File: src/rtl/FreeListTypes.sv
// Shared types and default sizing for the physical register free list.
package FreeListTypes;

  localparam int unsigned FL_DEFAULT_ENTRY_NUM      = 64;
  localparam int unsigned FL_DEFAULT_ENTRY_BIT_SIZE = 7;
  localparam int unsigned FL_DEFAULT_PUSH_WIDTH     = 2;
  localparam int unsigned FL_DEFAULT_POP_WIDTH      = 2;
  localparam int unsigned FL_INDEX_BITS             = $clog2(FL_DEFAULT_ENTRY_NUM);

  typedef logic [FL_INDEX_BITS-1:0] FreeListIndexPath;
  typedef logic [FL_INDEX_BITS:0]   FreeListCountPath;

  typedef enum logic {
    FL_PHASE_INIT = 1'b0,
    FL_PHASE_RUN  = 1'b1
  } FreeListPhase;

endpackage

File: src/rtl/free_list_lane_compact.sv
// Prefix popcount of a lane request vector: per-lane compacted write offset
// and total number of active lanes. Purely combinational.
module free_list_lane_compact #(
  parameter int unsigned WIDTH      = 2,
  parameter int unsigned COUNT_BITS = $clog2(WIDTH + 1)
) (
  input  logic [WIDTH-1:0]                 req,
  output logic [WIDTH-1:0][COUNT_BITS-1:0] offset,
  output logic [COUNT_BITS-1:0]            total
);

  logic [COUNT_BITS-1:0] acc;

  always_comb begin
    acc    = '0;
    offset = '0;
    for (int k = 0; k < WIDTH; k++) begin
      offset[k] = acc;
      acc       = acc + COUNT_BITS'(req[k]);
    end
    total = acc;
  end

endmodule

File: src/rtl/phy_reg_free_list.sv
// Multi-port circular free list of physical register numbers.
// Optional duplicate/range push checking under RSD_FREE_LIST_DUP_CHECK_EN.
module phy_reg_free_list
  import FreeListTypes::*;
#(
  parameter int unsigned ENTRY_NUM      = FL_DEFAULT_ENTRY_NUM,
  parameter int unsigned ENTRY_BIT_SIZE = FL_DEFAULT_ENTRY_BIT_SIZE,
  parameter int unsigned PUSH_WIDTH     = FL_DEFAULT_PUSH_WIDTH,
  parameter int unsigned POP_WIDTH      = FL_DEFAULT_POP_WIDTH
) (
  input  logic                                     clk,
  input  logic                                     rst,
  output logic                                     ready,
  input  logic [PUSH_WIDTH-1:0]                    pushReq,
  input  logic [PUSH_WIDTH-1:0][ENTRY_BIT_SIZE-1:0] pushData,
  input  logic [POP_WIDTH-1:0]                     popReq,
  output logic [POP_WIDTH-1:0][ENTRY_BIT_SIZE-1:0] popData,
  output logic [$clog2(ENTRY_NUM):0]               count,
  output logic                                     canAllocate,
  output logic                                     error
);

  localparam int unsigned INDEX_BITS    = $clog2(ENTRY_NUM);
  localparam int unsigned COUNT_BITS    = INDEX_BITS + 1;
  localparam int unsigned SUM_BITS      = COUNT_BITS + 1;
  localparam int unsigned PUSH_CNT_BITS = $clog2(PUSH_WIDTH + 1);
  localparam int unsigned POP_CNT_BITS  = $clog2(POP_WIDTH + 1);

  FreeListPhase phase, phaseNext;

  logic [ENTRY_BIT_SIZE-1:0] ram [ENTRY_NUM];
  logic [INDEX_BITS-1:0]     head, tail, initPtr;

  logic [PUSH_WIDTH-1:0][PUSH_CNT_BITS-1:0] pushOffset;
  logic [PUSH_CNT_BITS-1:0]                 nPush;
  logic [POP_CNT_BITS-1:0]                  nPop;
  logic [COUNT_BITS-1:0]                    countAfterPop;
  logic initDone, underflow, overflow, popAccept, pushAccept, dupErr;

  free_list_lane_compact #(
    .WIDTH      (PUSH_WIDTH),
    .COUNT_BITS (PUSH_CNT_BITS)
  ) pushCompact (
    .req    (pushReq),
    .offset (pushOffset),
    .total  (nPush)
  );

  always_comb begin
    nPop = '0;
    for (int i = 0; i < POP_WIDTH; i++) begin
      nPop = nPop + POP_CNT_BITS'(popReq[i]);
    end
  end

  // Pop is judged against current occupancy; push against occupancy after the accepted pop.
  always_comb begin
    initDone      = (COUNT_BITS'(initPtr) + COUNT_BITS'(PUSH_WIDTH)) == COUNT_BITS'(ENTRY_NUM);
    underflow     = (phase == FL_PHASE_RUN) && (COUNT_BITS'(nPop) > count);
    popAccept     = (phase == FL_PHASE_RUN) && !underflow;
    countAfterPop = popAccept ? (count - COUNT_BITS'(nPop)) : count;
    overflow      = (phase == FL_PHASE_RUN) &&
                    ((SUM_BITS'(countAfterPop) + SUM_BITS'(nPush)) > SUM_BITS'(ENTRY_NUM));
    pushAccept    = (phase == FL_PHASE_RUN) && !overflow;
  end

  always_ff @(posedge clk) begin
    if (rst) begin
      phase <= FL_PHASE_INIT;
    end else begin
      phase <= phaseNext;
    end
  end

  always_comb begin
    phaseNext = phase;
    if ((phase == FL_PHASE_INIT) && initDone) begin
      phaseNext = FL_PHASE_RUN;
    end
  end

  always_comb begin
    ready       = 1'b0;
    canAllocate = 1'b0;
    popData     = '0;
    if (phase == FL_PHASE_RUN) begin
      ready       = 1'b1;
      canAllocate = (count >= COUNT_BITS'(POP_WIDTH));
      for (int i = 0; i < POP_WIDTH; i++) begin
        popData[i] = ram[head + INDEX_BITS'(i)];
      end
    end
  end

  always_ff @(posedge clk) begin
    if (rst) begin
      initPtr <= '0;
      head    <= '0;
      tail    <= '0;
      count   <= '0;
      error   <= 1'b0;
    end else if (phase == FL_PHASE_INIT) begin
      initPtr <= initPtr + INDEX_BITS'(PUSH_WIDTH);
      count   <= count + COUNT_BITS'(PUSH_WIDTH);
    end else begin
      if (popAccept) begin
        head <= head + INDEX_BITS'(nPop);
      end
      if (pushAccept) begin
        tail <= tail + INDEX_BITS'(nPush);
      end
      count <= countAfterPop + (pushAccept ? COUNT_BITS'(nPush) : COUNT_BITS'(0));
      error <= error | underflow | overflow | dupErr;
    end
  end

  // Storage: init fill, then compacted pushes at tail; held off during rst.
  always_ff @(posedge clk) begin
    if (!rst) begin
      if (phase == FL_PHASE_INIT) begin
        for (int k = 0; k < PUSH_WIDTH; k++) begin
          ram[initPtr + INDEX_BITS'(k)] <= ENTRY_BIT_SIZE'(initPtr) + ENTRY_BIT_SIZE'(k);
        end
      end else if (pushAccept) begin
        for (int k = 0; k < PUSH_WIDTH; k++) begin
          if (pushReq[k]) begin
            ram[tail + INDEX_BITS'(pushOffset[k])] <= pushData[k];
          end
        end
      end
    end
  end

`ifdef RSD_FREE_LIST_DUP_CHECK_EN
  logic [ENTRY_NUM-1:0] occupied, occupiedNext;

  // Pops clear before pushes set, so a register freed and re-pushed in one cycle is legal.
  always_comb begin
    occupiedNext = occupied;
    dupErr       = 1'b0;
    if (phase == FL_PHASE_INIT) begin
      for (int k = 0; k < PUSH_WIDTH; k++) begin
        occupiedNext[initPtr + INDEX_BITS'(k)] = 1'b1;
      end
    end else begin
      if (popAccept) begin
        for (int i = 0; i < POP_WIDTH; i++) begin
          if (POP_CNT_BITS'(i) < nPop) begin
            occupiedNext[ram[head + INDEX_BITS'(i)][INDEX_BITS-1:0]] = 1'b0;
          end
        end
      end
      if (pushAccept) begin
        for (int k = 0; k < PUSH_WIDTH; k++) begin
          if (pushReq[k]) begin
            if ((pushData[k] >= ENTRY_BIT_SIZE'(ENTRY_NUM)) ||
                occupiedNext[pushData[k][INDEX_BITS-1:0]]) begin
              dupErr = 1'b1;
            end
            occupiedNext[pushData[k][INDEX_BITS-1:0]] = 1'b1;
          end
        end
      end
    end
  end

  always_ff @(posedge clk) begin
    if (rst) begin
      occupied <= '0;
    end else begin
      occupied <= occupiedNext;
    end
  end
`else
  assign dupErr = 1'b0;
`endif

endmodule

File: config.mk
export PLATFORM = sky130hd
export DESIGN_NAME = phy_reg_free_list
export DESIGN_NICKNAME = d
export VERILOG_FILES = /design/src/rtl/FreeListTypes.sv /design/src/rtl/free_list_lane_compact.sv /design/src/rtl/phy_reg_free_list.sv
export SDC_FILE = /design/constraint.sdc
export NUM_CORES = 1
export LEC_CHECK = 0
export BUFFER_PORTS_ARGS = -buffer_cell sky130_fd_sc_hd__buf_2
export CAP_MARGIN = 5
export CORE_MARGIN = 1.5
export CORE_UTILIZATION = 60
export DETAILED_ROUTE_END_ITERATION = 16
export PLACE_DENSITY = 0.76
export SLEW_MARGIN = 20
export SYNTH_ARGS = -nofsm -noshare
export SYNTH_HDL_FRONTEND = slang
export SYNTH_SLANG_ARGS = --single-unit
File: constraint.sdc
create_clock -name clk -period 8.6 [get_ports clk]
set_input_delay 0.43 -clock clk [delete_from_list [all_inputs] [get_ports clk]]
set_output_delay 0.43 -clock clk [all_outputs]
set_load 0.01 [all_outputs]
==> flow_summary_export.csv <==
group,metric,value,unit
status,run_status,"completed",
final_layout,finalNetCount,1940,
yosys,synth_ff_type,"edfxtp_1",
yosys,synth_top_area_share,44.8,%
clock_tree,cts-htree-levels,2,
grt,grt_remaining_overflow,0,
yosys,synth_area_leaders,"edfxtp_1 45%, mux4_2 22%, mux2i_1 15%",
final_layout,seqCellArea,0.0141,mm2
grt,grt_pass1_vias,19600,
setup_path,cp.arrival,6.95,ns
hold_path,min_to,"count[3]",
hold_path,hold_start,"rst",
pwr,powerDensity,156,mW/mm2
floorplan,fp-row-count,81,
clock_tree,clkSinkCount,480,
sta,fin_crit_sh,78.2,%
setup_path,start_kind,"flop",
pwr,power.net_switching,1.14,mW
final_layout,fin_cells,2602,
setup_path,cp.required,8.83,ns
pwr,clkPwrFrac,44.3,%
sta,period_needed,6.72,ns
detailed_routing,first_pass_iters,5,
setup_path,crit_chain,"ha_1, nor2b_1, nor3_1, nand2_1, nand2_1, nand2_1, o21ai_0, ha_1, a21oi_1, o21ba_2, xor2_2, a41oi_4, buf_4, nor2_4, nand4_1, o21ai_0",
floorplan,die_area,0.0514,mm2
clock_tree,clock-root-buffer,"clkbuf_16",
sta,rsz0062_at_grt,"false",
final_layout,layout-drive-gt1-share,29.2,%
sta,holdWs,0.332,ns
pwr,swShare,22.5,%
setup_path,r2r_start,"count[1]",
placement,place_congestion,0.970,
final_layout,multi_input_area,0.0152,mm2
pwr,combPwrFrac,4.9,%
detailed_routing,drcViolationCount,0,
grt,grt_max_degree,65,
yosys,synth_cell_types,77,
clock_tree,cts_max_path_buffers,3,
setup_path,endpoint_kind,"flop",
yosys,ys_seq_area_share,47.0,%
yosys,syn-cell-area,0.0300,mm2
placement,dp_hpwl,60400,um
hold_path,holdPathStages,3,
final_layout,area.growth.synth_to_final,8.45,%
clock_tree,cts_resized,0,
clock_tree,cts_tree,"yes",
yosys,synth-edff-count,448,
final_layout,fillerInstances,3414,
yosys,yosysTopAreaCell,"edfxtp_1",
floorplan,ios,44,
setup_path,critPathMaxFanout,24,
clock_tree,cts_setup_buffers,0,
setup_path,reg2reg_slack,1.88,ns
setup_path,crit_family,"simple AND/OR/NAND/NOR gates",
grt,grt_pass1_wl,133000,um
pwr,p_int,3.93,mW
floorplan,die_w,227,um
clock_tree,clk_latency,0.61,ns
setup_path,critPathKind,"flop to flop",
floorplan,initial_core_util,61.1,%
floorplan,die_h,227,um
yosys,synth_warnings,0,
sta,fin_tns_setup,0,ns
setup_path,cp_slowest_cell,"o21ai_0",
yosys,syn_nets,1995,
detailed_routing,wire_per_inst,34.6,um
yosys,syn_inst,1951,
setup_path,r2r_end,"ram[7][5]",
yosys,async_flop_share,0,%
sta,setup_viol,0,
detailed_routing,drtIter0Drc,2624,
placement,dp_slack,1.74,ns
placement,place_inst,2506,
sta,fmax,0.149,GHz
setup_path,reg2reg_depth,16,
sta,finalClockSkew,0.0167,ns
clock_tree,cts_buffers,51,
pwr,peakVddDrop,0.000176,V
detailed_routing,detail-route-antenna-nets,0,
clock_tree,path_clk_slew,0.06,ns
floorplan,coreArea,0.0492,mm2
sta,relSlewSlack,22.1,%
detailed_routing,vias_per_cell,7.52,
sta,fin_ws,1.88,ns
yosys,synth-seq-cells,480,
pwr,p_leak,11.8,nW
pwr,p_seq_share,50.8,%
setup_path,cpMostUsedCell,"nand2_1",
detailed_routing,wl,90100,um
hold_path,min_path_type,"input port to flop",
setup_path,cp.buffers_inverters,1,
flow_run,drv_cap,0,
grt,antenna_found_initial,3,
setup_path,slowest_delay,1.27,ns
final_layout,fin_util,66.2,%
sta,finalHoldViolCount,0,
placement,portBuffers,43,
sta,tightest_slew,1.16,ns
clock_tree,cts_hold_buffers,0,
detailed_routing,num_vias,19600,
yosys,avgSynthCellArea,15.4,um2
grt,grt_usage,36.1,%
sta,finalMaxSlewViolations,0,
synth_stat cells (21+ instances only):
library cell / number
nand2_1: 57
o21bai_1: 21
o21ai_0: 48
clkbuf_1: 91
edfxtp_1: 448
buf_1: 38
mux4_2: 287
mux2i_1: 455
dfxtp_1: 32
a21oi_1: 28
nor2_1: 56
o22ai_4: 24
buf_2: 63
registers in the layout, summed over array words and instances (netlist names), named ones only:
name,count
initPtr,5
tail,6
phase,1
count,7
head,6
ram,448
error,1
per-layer routing:
layer / track usage (%) / up-vias / routed length, um
met5: 0 / - / 32
met3: 8.24 / 247 / 9740
met4: 17.0 / 4 / 4750
li1: - / 7840 / -
met2: 56.0 / 1351 / 42500
met1: 48.6 / 10100 / 33100
cell type report:
| cell class | instances | share of cell area (%) |
|---|---|---|
| Clock inverter | 24 | 0.696 |
| Tap cell | 664 | 2.55 |
| Inverter | 21 | 0.242 |
| Antenna cell | 2 | 0.0154 |
| Timing Repair Buffer | 98 | 2.19 |
| Clock buffer | 69 | 4.41 |
| Sequential cell | 480 | 43.3 |
| Multi-Input combinational cell | 1244 | 46.5 |
how the worst max path moves through the flow:
| stage | cells past startpoint | slack [ns] | start | end |
|---|---|---|---|---|
| finish | 16 | 1.88 | count[1] | ram[7][5] |
| global route | 16 | 1.74 | count[1] | ram[7][5] |
| CTS | 16 | 2.06 | count[1] | ram[23][6] |
| detailed placement | 18 | 1.74 | popReq[0] | ram[23][2] |
| global placement | 19 | 2.04 | popReq[0] | ram[23][2] |
| floorplan | 26 | 3.49 | popReq[0] | count[3] |
logic make-up after synthesis:
logic type / after synthesis / synth area share [%]
xor gates and xnor gates: 32 / 0.959
buffers and inverters: 227 / 3.29
and+or+nand+nor: 246 / 4.97
DFF: 480 / 47.0
adders and majority gates: 24 / 1.13
AOI/OAI and AO/OA: 192 / 5.63
muxes: 750 / 37.1
power by group through the flow:
stage	combinational [mW]	sequential, mW	clock [mW]
final	0.248	2.58	2.25
after global routing	0.261	2.58	2.33
after CTS	0.242	2.57	2.25
after detailed placement	0.241	2.62	0
after global placement	0.233	2.62	0
after floorplan	0.164	2.62	0
layout by cell type (no fill, tap or decap), types with 20 or more instances in the layout:
cell and count:
mux4_2 287, buf_2 43, clkbuf_16 53, buf_4 50, o21bai_1 21, nand2_1 54
a21oi_1 28, dfxtp_1 27, nor2_1 54, o21ai_0 36, nand3_1 20, edfxtp_1 448
o22ai_4 24, mux2i_1 454, inv_1 20
worst min-delay path: cells and delay by family:
kind | cells | cell delay, ns
simple gates | 1 | 0.13
buf+inv | 2 | 0.33
stage by stage:
step                area [um2]  power (mW)
CTS                      32500        5.07
finish                   32500        5.07
detailed placement       30800        2.87
global placement         30800        2.86
global route             32500        5.17
floorplan                30000        2.78
Power figures use the tool's default switching activity.
